$ cat src/rtl/conv_pkg.sv
// Shared types and constants for the convolution output stage (conv_stream_out).
package conv_pkg;

   typedef enum logic [1:0] {
      IDLE,
      RUN,
      DRAIN
   } state_t;

   localparam int unsigned DEF_DATA_W = 32;

   function automatic int unsigned level_w(input int unsigned depth);
      return $clog2(depth) + 1;
   endfunction

endpackage

$ cat src/rtl/conv_out_fifo.sv
// Synchronous FIFO with a first-word-fall-through output register and an
// occupancy counter; the head word is always presented registered.
module conv_out_fifo
   import conv_pkg::*;
#(
   parameter int unsigned DEPTH  = 16,
   parameter int unsigned WORD_W = DEF_DATA_W + 1
) (
   input  logic                       clk,
   input  logic                       reset,
   input  logic                       clear,
   input  logic                       wr_en,
   input  logic [WORD_W-1:0]          wr_data,
   input  logic                       rd_en,
   output logic [WORD_W-1:0]          rd_data,
   output logic                       full,
   output logic                       empty,
   output logic [level_w(DEPTH)-1:0]  level
);

   localparam int unsigned AW = $clog2(DEPTH);
   localparam int unsigned LW = level_w(DEPTH);

   logic [WORD_W-1:0] mem_q [DEPTH];
   logic [AW-1:0]     wr_ptr_q, wr_ptr_d;
   logic [AW-1:0]     rd_ptr_q, rd_ptr_d;
   logic [LW-1:0]     level_q, level_d;
   logic [LW-1:0]     level_after_pop;
   logic [WORD_W-1:0] out_q, out_d;

   always_comb begin
      wr_ptr_d        = wr_ptr_q;
      rd_ptr_d        = rd_ptr_q;
      level_d         = level_q;
      out_d           = out_q;
      level_after_pop = level_q - LW'(rd_en);
      if (clear) begin
         wr_ptr_d = '0;
         rd_ptr_d = '0;
         level_d  = '0;
      end else begin
         if (wr_en) wr_ptr_d = wr_ptr_q + 1'b1;
         if (rd_en) rd_ptr_d = rd_ptr_q + 1'b1;
         level_d = level_after_pop + LW'(wr_en);
         // Head register tracks the next word; bypass the write when nothing else is queued.
         if (wr_en && (level_after_pop == '0)) begin
            out_d = wr_data;
         end else if (level_after_pop != '0) begin
            out_d = mem_q[rd_ptr_d];
         end
      end
   end

   always_ff @(posedge clk) begin
      if (wr_en) mem_q[wr_ptr_q] <= wr_data;
   end

   always_ff @(posedge clk or posedge reset) begin
      if (reset) begin
         wr_ptr_q <= '0;
         rd_ptr_q <= '0;
         level_q  <= '0;
         out_q    <= '0;
      end else begin
         wr_ptr_q <= wr_ptr_d;
         rd_ptr_q <= rd_ptr_d;
         level_q  <= level_d;
         out_q    <= out_d;
      end
   end

   assign rd_data = out_q;
   assign level   = level_q;
   assign full    = (level_q == LW'(DEPTH));
   assign empty   = (level_q == '0);

endmodule

$ cat src/rtl/conv_stream_out.sv
// Convolution output stage: buffers core pixels and streams them as AXI4-Stream.
// Optional pixel-count checking is enabled by defining CONV_OUT_CNT_EN.
module conv_stream_out
   import conv_pkg::*;
#(
   parameter int unsigned DEPTH        = 16,
   parameter int unsigned DATA_W       = DEF_DATA_W,
   parameter int unsigned FRAME_PIXELS = 305916
) (
   input  logic                       clk,
   input  logic                       reset,
   input  logic                       Start,
   input  logic [DATA_W-1:0]          pxl_in,
   input  logic                       valid_in,
   input  logic                       last_in,
   output logic [DATA_W-1:0]          m_axis_tdata,
   output logic                       m_axis_tvalid,
   input  logic                       m_axis_tready,
   output logic                       m_axis_tlast,
   output logic [level_w(DEPTH)-1:0]  level,
   output logic                       overflow,
   output logic                       frame_done,
   output logic                       count_err
);

   if (DEPTH < 4 || (DEPTH & (DEPTH - 1)) != 0 || FRAME_PIXELS == 0) begin : g_param_check
      $error("conv_stream_out: DEPTH must be a power of two >= 4, FRAME_PIXELS nonzero");
   end

   state_t            state_q, state_d;
   logic              overflow_q, overflow_d;
   logic              frame_done_q, frame_done_d;
   logic              pop, accept, abort, start_frame;
   logic              fifo_full, fifo_empty;
   logic [DATA_W:0]   fifo_rd_data;

   assign pop = !fifo_empty && m_axis_tready;

   always_comb begin
      state_d      = state_q;
      overflow_d   = overflow_q;
      accept       = 1'b0;
      abort        = 1'b0;
      start_frame  = 1'b0;
      frame_done_d = pop && fifo_rd_data[DATA_W] && (state_q == DRAIN);
      unique case (state_q)
         IDLE: begin
            if (Start) begin
               state_d     = RUN;
               start_frame = 1'b1;
            end
         end
         RUN: begin
            if (!Start) begin
               abort   = 1'b1;
               state_d = IDLE;
            end else if (valid_in) begin
               // A full FIFO still takes the pixel if the head leaves this same cycle.
               if (fifo_full && !pop) begin
                  overflow_d = 1'b1;
               end else begin
                  accept = 1'b1;
                  if (last_in) state_d = DRAIN;
               end
            end
         end
         DRAIN: begin
            if (pop && fifo_rd_data[DATA_W]) state_d = IDLE;
         end
         default: state_d = IDLE;
      endcase
      if (start_frame) overflow_d = 1'b0;
   end

   always_ff @(posedge clk or posedge reset) begin
      if (reset) begin
         state_q      <= IDLE;
         overflow_q   <= 1'b0;
         frame_done_q <= 1'b0;
      end else begin
         state_q      <= state_d;
         overflow_q   <= overflow_d;
         frame_done_q <= frame_done_d;
      end
   end

   conv_out_fifo #(
      .DEPTH  (DEPTH),
      .WORD_W (DATA_W + 1)
   ) u_fifo (
      .clk     (clk),
      .reset   (reset),
      .clear   (abort),
      .wr_en   (accept),
      .wr_data ({last_in, pxl_in}),
      .rd_en   (pop),
      .rd_data (fifo_rd_data),
      .full    (fifo_full),
      .empty   (fifo_empty),
      .level   (level)
   );

`ifdef CONV_OUT_CNT_EN
   localparam int unsigned CW = $clog2(FRAME_PIXELS + 1) + 1;

   logic [CW-1:0] cnt_q, cnt_d;
   logic          count_err_q, count_err_d;

   always_comb begin
      cnt_d       = cnt_q;
      count_err_d = count_err_q;
      if (start_frame) begin
         cnt_d       = '0;
         count_err_d = 1'b0;
      end else if (abort) begin
         count_err_d = 1'b1;
      end else if (accept) begin
         cnt_d = cnt_q + 1'b1;
         if (last_in && (cnt_d != CW'(FRAME_PIXELS))) count_err_d = 1'b1;
      end
   end

   always_ff @(posedge clk or posedge reset) begin
      if (reset) begin
         cnt_q       <= '0;
         count_err_q <= 1'b0;
      end else begin
         cnt_q       <= cnt_d;
         count_err_q <= count_err_d;
      end
   end

   assign count_err = count_err_q;
`else
   assign count_err = 1'b0;
`endif

   assign m_axis_tvalid = !fifo_empty;
   assign m_axis_tdata  = fifo_rd_data[DATA_W-1:0];
   assign m_axis_tlast  = fifo_rd_data[DATA_W];
   assign overflow      = overflow_q;
   assign frame_done    = frame_done_q;

endmodule
$ cat config.mk
export PLATFORM = sky130hd
export DESIGN_NAME = conv_stream_out
export DESIGN_NICKNAME = d
export VERILOG_FILES = /design/src/rtl/conv_pkg.sv /design/src/rtl/conv_out_fifo.sv /design/src/rtl/conv_stream_out.sv
export SDC_FILE = /design/constraint.sdc
export NUM_CORES = 1
export LEC_CHECK = 0
export CAP_MARGIN = 20
export CORE_ASPECT_RATIO = 0.9
export CORE_MARGIN = 1
export CORE_UTILIZATION = 45
export DETAILED_ROUTE_END_ITERATION = 16
export GPL_ROUTABILITY_DRIVEN = 0
export MAX_ROUTING_LAYER = met4
export PLACE_DENSITY = 0.67
export SLEW_MARGIN = 0
export SYNTH_ARGS = -nofsm -noshare
export SYNTH_HDL_FRONTEND = slang
export SYNTH_SLANG_ARGS = --single-unit
$ cat constraint.sdc
create_clock -name clk -period 4.3 [get_ports clk]
set_input_delay 0.645 -clock clk [delete_from_list [all_inputs] [get_ports clk]]
set_output_delay 0.645 -clock clk [all_outputs]
set_load 0.05 [all_outputs]
==> Yosys cells after proc, flatten, opt, wreduce, memory -nomap -nowiden <==
Memories as Yosys holds them, arrays and structs flattened.
Cells that the tools add are included.
{ "classes": {"n_bitwise": 1, "eq_ne": 8, "add_sub_neg": 4, "mux": 30, "reduce_logical": 20} }
{ "op_table": {"columns": ["operator", "n"], "rows": [
  ["two-way mux 33 bit", 2],
  ["two-way mux 4 bit", 5],
  ["two-way mux 1 bit", 15],
  ["two-way mux 2 bit", 6],
  ["nonzero test 2 bit", 6],
  ["logical NOT 5 bit", 2],
  ["!= test 3 bit (second input constant)", 3],
  ["adder 4 x 1 -> 4 bit (second input constant)", 2],
  ["case mux 2 bit (3 select lines)", 1],
  ["adder 5 x 1 -> 5 bit", 1],
  ["equality test 5 bit (second input constant)", 1],
  ["logical AND 1 bit", 5],
  ["two-way mux 5 bit", 1],
  ["AND reduction 5 bit", 1],
  ["nonzero test 5 bit", 1],
  ["subtractor 5 x 1 -> 5 bit", 1],
  ["AND reduction 4 bit", 1],
  ["equality test 2 x 1 -> 1 bit (second input constant)", 1],
  ["equality test 2 bit (second input constant)", 1],
  ["logical NOT 1 bit", 2],
  ["logical NOT 2 bit", 1],
  ["!= test 2 x 1 -> 1 bit (second input constant)", 1],
  ["!= test 2 bit (second input constant)", 1],
  ["AND reduction 2 bit", 1],
  ["NOT 1 bit", 1]
]} }
{ "word_totals": {"out_inout_bits": 42, "ram_bits": 528, "word_cells": 71, "in_bits": 38, "regBits": 50, "n_memories": 1} }
{ "mem_list": {"columns": ["memory", "depth", "width", "rd", "rd_ports_with_merged_regs", "wr", "line", "text"], "rows": [
  ["u_fifo.mem_q", 16, 33, 1, 0, 1, "conv_out_fifo.sv:24", "logic [WORD_W-1:0] mem_q [DEPTH];"]
]} }

==> Longest topological paths before layout <==
{ "depth": {"word_depth": 12, "ltp_mapped": 13, "ltp_nobuf": 12} }

==> By module <==
A second synthesis with hierarchy kept.
{ "unflattened": {"cells_unflattened": 1743, "area_unflattened_um2": 27470.1} }
{ "modules_own_cells": {"columns": ["mod", "seq_area_each_um2", "area_per_inst_um2", "cells_each", "instances"], "rows": [
  ["conv_out_fifo", 17006.3, 27244.9, 1717, 1],
  ["conv_stream_out", 100.1, 225.2, 26, 1]
]} }

==> Least setup slack after synthesis <==
Ideal clock, no wire load.
{ "synth_timing": {"path_type": "flip-flop to flip-flop", "start": "register u_fifo.level_q[2], in the netlist u_fifo.level[2]", "end": "register u_fifo.out_q[10], in the netlist u_fifo.rd_data[10]", "arrival_ps": 3297, "setup_slack_ps": 861, "setup_time_ps": 142, "required_ps": 4158, "synth_period_minus_slack_ps": 3439, "n_path_buf": 2, "stages_incl_launch_ff": 14, "path_cell_list": "dfrtp_1 > or4_1 > buf_6 > o21ai_2 > inv_1 > ha_1 > ha_1 > xor2_1 > nor4_1 > a21oi_1 > nand3_1 > clkbuf_1 > a21o_1 > o2111ai_1"} }
{ "synth_via": {"elab_chain_len": 12, "elab_cells_between_ends": 21, "classes_between": "add/sub: 1; eq/ne: 1; mux: 8; reduce/logical: 10; memory: 1"} }
{ "synth_rtl": {"columns": ["element", "line", "text"], "rows": [
  ["from (decl)", "conv_out_fifo.sv:27", "logic [LW-1:0] level_q, level_d;"],
  ["from (signal assigned)", "conv_out_fifo.sv:67", "level_q <= level_d;"],
  ["parallel branches: the longest is 12 deep, another holds subtractor 5 x 1 -> 5 bit", null, null],
  ["to (signal assigned)", "conv_out_fifo.sv:68", "out_q <= out_d;"],
  ["to (decl)", "conv_out_fifo.sv:29", "logic [WORD_W-1:0] out_q, out_d;"]
]} }
Parallel ways; which one is timed is not known. The select of a mux whose other input is x is not followed.
A chain may end at the register's enable or synchronous reset.

==> Final worst setup path <==
{ "layout_timing": {"start": "register u_fifo.level_q[2], in the netlist u_fifo.level[2]", "end": "register u_fifo.out_q[0], in the netlist u_fifo.rd_data[0]"} }
Same word-level chain as after synthesis.

==> impl_results.md <==
- Status: finished, final reports clean
- Starting Density: 0.456
- Kind of end point of the critical path: flip-flop
- Top_reg_cell synth: edfxtp_1
- Mapped Cells: 1541
- Critical Path Max Stage Delay: 0.75 ns
- Unrepaired setup endpoints after global routing: false
- Setup violation total in the final timing report: 0
- YS warnings: 0
- Crit path max-delay cell type: or4_1
- Worst EP required: 4.81 ns
- Post-Place Cell Area: 29100 µm²
- Final core occ: 0.518
- Worst Path Max Fanout: 33
- Fin. max-slew vios: 0
- CTS buffer count: 57
- Vias per cell: 6.52
- TritonCTS clock tree: done
- Average wire per standard cell: 28.7 µm
- Row count: 85
- Die height: 236 µm
- R2R Path End: u_fifo.rd_data[0]
- Syn Nets: 1588
- Fin crit period: 3.83 ns
- Setup Fix Bufs, Post-CTS: 0
- Total global routing overflow: 0
- CP endpoint: u_fifo.rd_data[0]
- Pwr Density: 625 nW/µm²
- Post-synthesis cell area: 27300 µm²
- Final Instance Area: 31000 µm²
- Clk buf depth: 3
- Post-CTS Resized: 0
- Drt initial violations: 1641
- Post-synth EDFFs: 528
- Max_cap viols: 0
- Critical Path Most Common Cell: ha_1
- DRC violations left: 0
- DP HPWL: 39.8 mm
- First-pass GRT wire length: 104 mm
- Achievable frequency: 261 MHz
- CTS Hold Bufs: 0
- Type of origin of the critical path: flip-flop
- H-tree Lvls: 2
- Crit Path Class: reg2reg
- R2r startpoint: u_fifo.level[2]
- Share of post-route cells with drive strength above 1: 0.289
- CTS root buf: clkbuf_16
- Slew HR: 0.359
- Total number of vias: 15900
- Core area: 59900 µm²
- Worst skew pair latency: 0.63 ns
- Synth-to-layout area growth: 13.7%
- Initial antenna violation count: 2
- # fillers: 4724
- Peak VDD IR: 0.578 mV
- Vias in the first global route: 16300
- Die W: 262 µm
- Clock-pin slew on the worst setup and hold paths: 0.06 ns
- Final net count: 1655
- Clk sinks: 578
- R2R depth: 12
- Sequential element share of the synthesized area: 0.627
- P_leak: 9.77 nW
- Port bufs: 78
- First-pass iteration count of the detailed router: 5
- Largest net degree at the start of global routing: 98
- Fraction of registers with async set/reset: 0.0865
- Final WL: 70.1 mm
- Worst Tran Pin Value: 0.961 ns
- ANT nets after route: 0
- Worst reg-to-reg setup slack: 0.47 ns
- Final Hold Fails: 0
- Hold slack: 0.521 ns
- Synth Register Bits: 578
- Worst Hold Class: reg2reg
- Worst clock skew: 0.0224 ns
- Total GRT Usage: 0.238
- Setup_tns: 0 ns
- Top-Level Pins: 80
- Die area: 61600 µm²
- Avg Inst Size Synth: 17.7 µm²
- Crit path from: u_fifo.level[2]
- Crit share post-route: 0.891
- Critical path cell sequence: or4_1, o21ai_4, inv_1, ha_1, ha_1, xor2_1, nor4_1, nand2_1, o21bai_4, buf_4, a22oi_1, o311ai_1
- Netlist cell types: 50
- WP data arrival: 4.34 ns
-- cell families after synthesis --
group / after synthesis / synth area share
adders and majority gates: 9 / 0.00413
AOI/OAI and AO/OA: 276 / 0.0789
and+or+nand+nor: 266 / 0.0415
buffers and inverters: 133 / 0.0256
other: 1 / 0.000137
xor gates and xnor gates: 13 / 0.00417
muxes: 265 / 0.218
DFF: 578 / 0.627
-- how the worst min path moves through the flow --
| stage | start | endpoint | depth (start not counted) |
|---|---|---|---|
| floorplan | state_q[0] | overflow | 2 |
| global placement | overflow | overflow | 2 |
| detailed placement | overflow | overflow | 2 |
| CTS | overflow | overflow | 2 |
| global route | overflow | overflow | 2 |
| finish | overflow | overflow | 2 |
-- where the power goes --
group | total [mW] | internal (mW) | leakage, nW | switching [mW]
clock | 5.01 | 2.82 | 0.934 | 2.19
sequential | 6.79 | 6.40 | 5.38 | 0.393
combinational | 7.58 | 3.53 | 3.46 | 4.06
-- synthesized netlist by cell type, types with 13 or more instances --
| library cell | n | area share |
|---|---|---|
| edfxtp_1 | 528 | 0.58 |
| mux4_2 | 264 | 0.22 |
| nand2_1 | 171 | 0.024 |
| a21o_1 | 64 | 0.018 |
| buf_2 | 53 | 0.0097 |
| nor2_1 | 51 | 0.0070 |
| dfrtp_1 | 50 | 0.046 |
| clkbuf_1 | 43 | 0.0059 |
| a22oi_1 | 37 | 0.010 |
| a21oi_1 | 36 | 0.0066 |
| o21ai_0 | 36 | 0.0066 |
| a311oi_1 | 32 | 0.010 |
| o2111ai_1 | 32 | 0.010 |
| a22oi_2 | 29 | 0.013 |
| and2_1 | 13 | 0.0030 |
-- state kept, by name (all words and copies together) (netlist names) --
name,cells
state_q,2
u_fifo.wr_ptr_q,4
overflow,1
u_fifo.rd_data,33
frame_done,1
u_fifo.rd_ptr_q,4
u_fifo.mem_q,528
u_fifo.level,5
-- through the flow --
step                setup slack [ns]  std cells  power [mW]
finish                         0.468       2442        19.4
global route                   0.234       2442        20.2
CTS                            0.491       2440        19.5
detailed placement             0.482       2332        14.5
global placement               0.661       2332        14.4
floorplan                      0.861       1541        12.5
-- critical path, delay by kind of cell (launching register included) --
family,cells,cell delay (ns)
adder cells (fa/ha/maj),2,0.48
AO/OA/AOI/OAI,4,0.68
AND/OR/NAND/NOR,3,1.24
XOR/XNOR,1,0.21
flip-flops,1,0.45
buffers and inverters,2,0.67
-- metal layers --
layer  vias to the layer above  track usage  part of all wire
met5                         -            -                 0
met4                         0       0.0664             0.024
met3                       126       0.0435             0.079
met2                       723        0.383              0.50
met1                      8521        0.309              0.39
li1                       6557            -                 -
-- area by class of cell --
class                      instances  area, µm²  share of cell area
antenna                            2       5.00            0.000161
clock buffer                      80       1620              0.0524
clock inverter                    28        249             0.00803
inverter                          10       40.0             0.00129
multi-input combinational        830       9560               0.308
sequential                       578      17100               0.552
tap                              783        980              0.0316
timing repair buffer             131       1430              0.0461
-- placed cells by master (no fill, tap or decap), types with 5 or more instances in the layout --
master	count
o2111ai_1	32
ha_1	8
o21ai_0	36
a22oi_1	37
and2_2	12
clkdlybuf4s50_1	78
a21oi_1	36
clkinv_2	19
nor2b_1	5
mux4_2	264
xor2_1	6
a21o_1	64
a22oi_2	29
a311oi_1	32
edfxtp_1	528
inv_1	7
clkbuf_1	13
buf_12	20
buf_4	33
xnor2_1	5
clkbuf_8	9
clkbuf_16	58
nor2_1	47
dfrtp_1	48
nand2_1	170
Power figures use the tool's default switching activity.
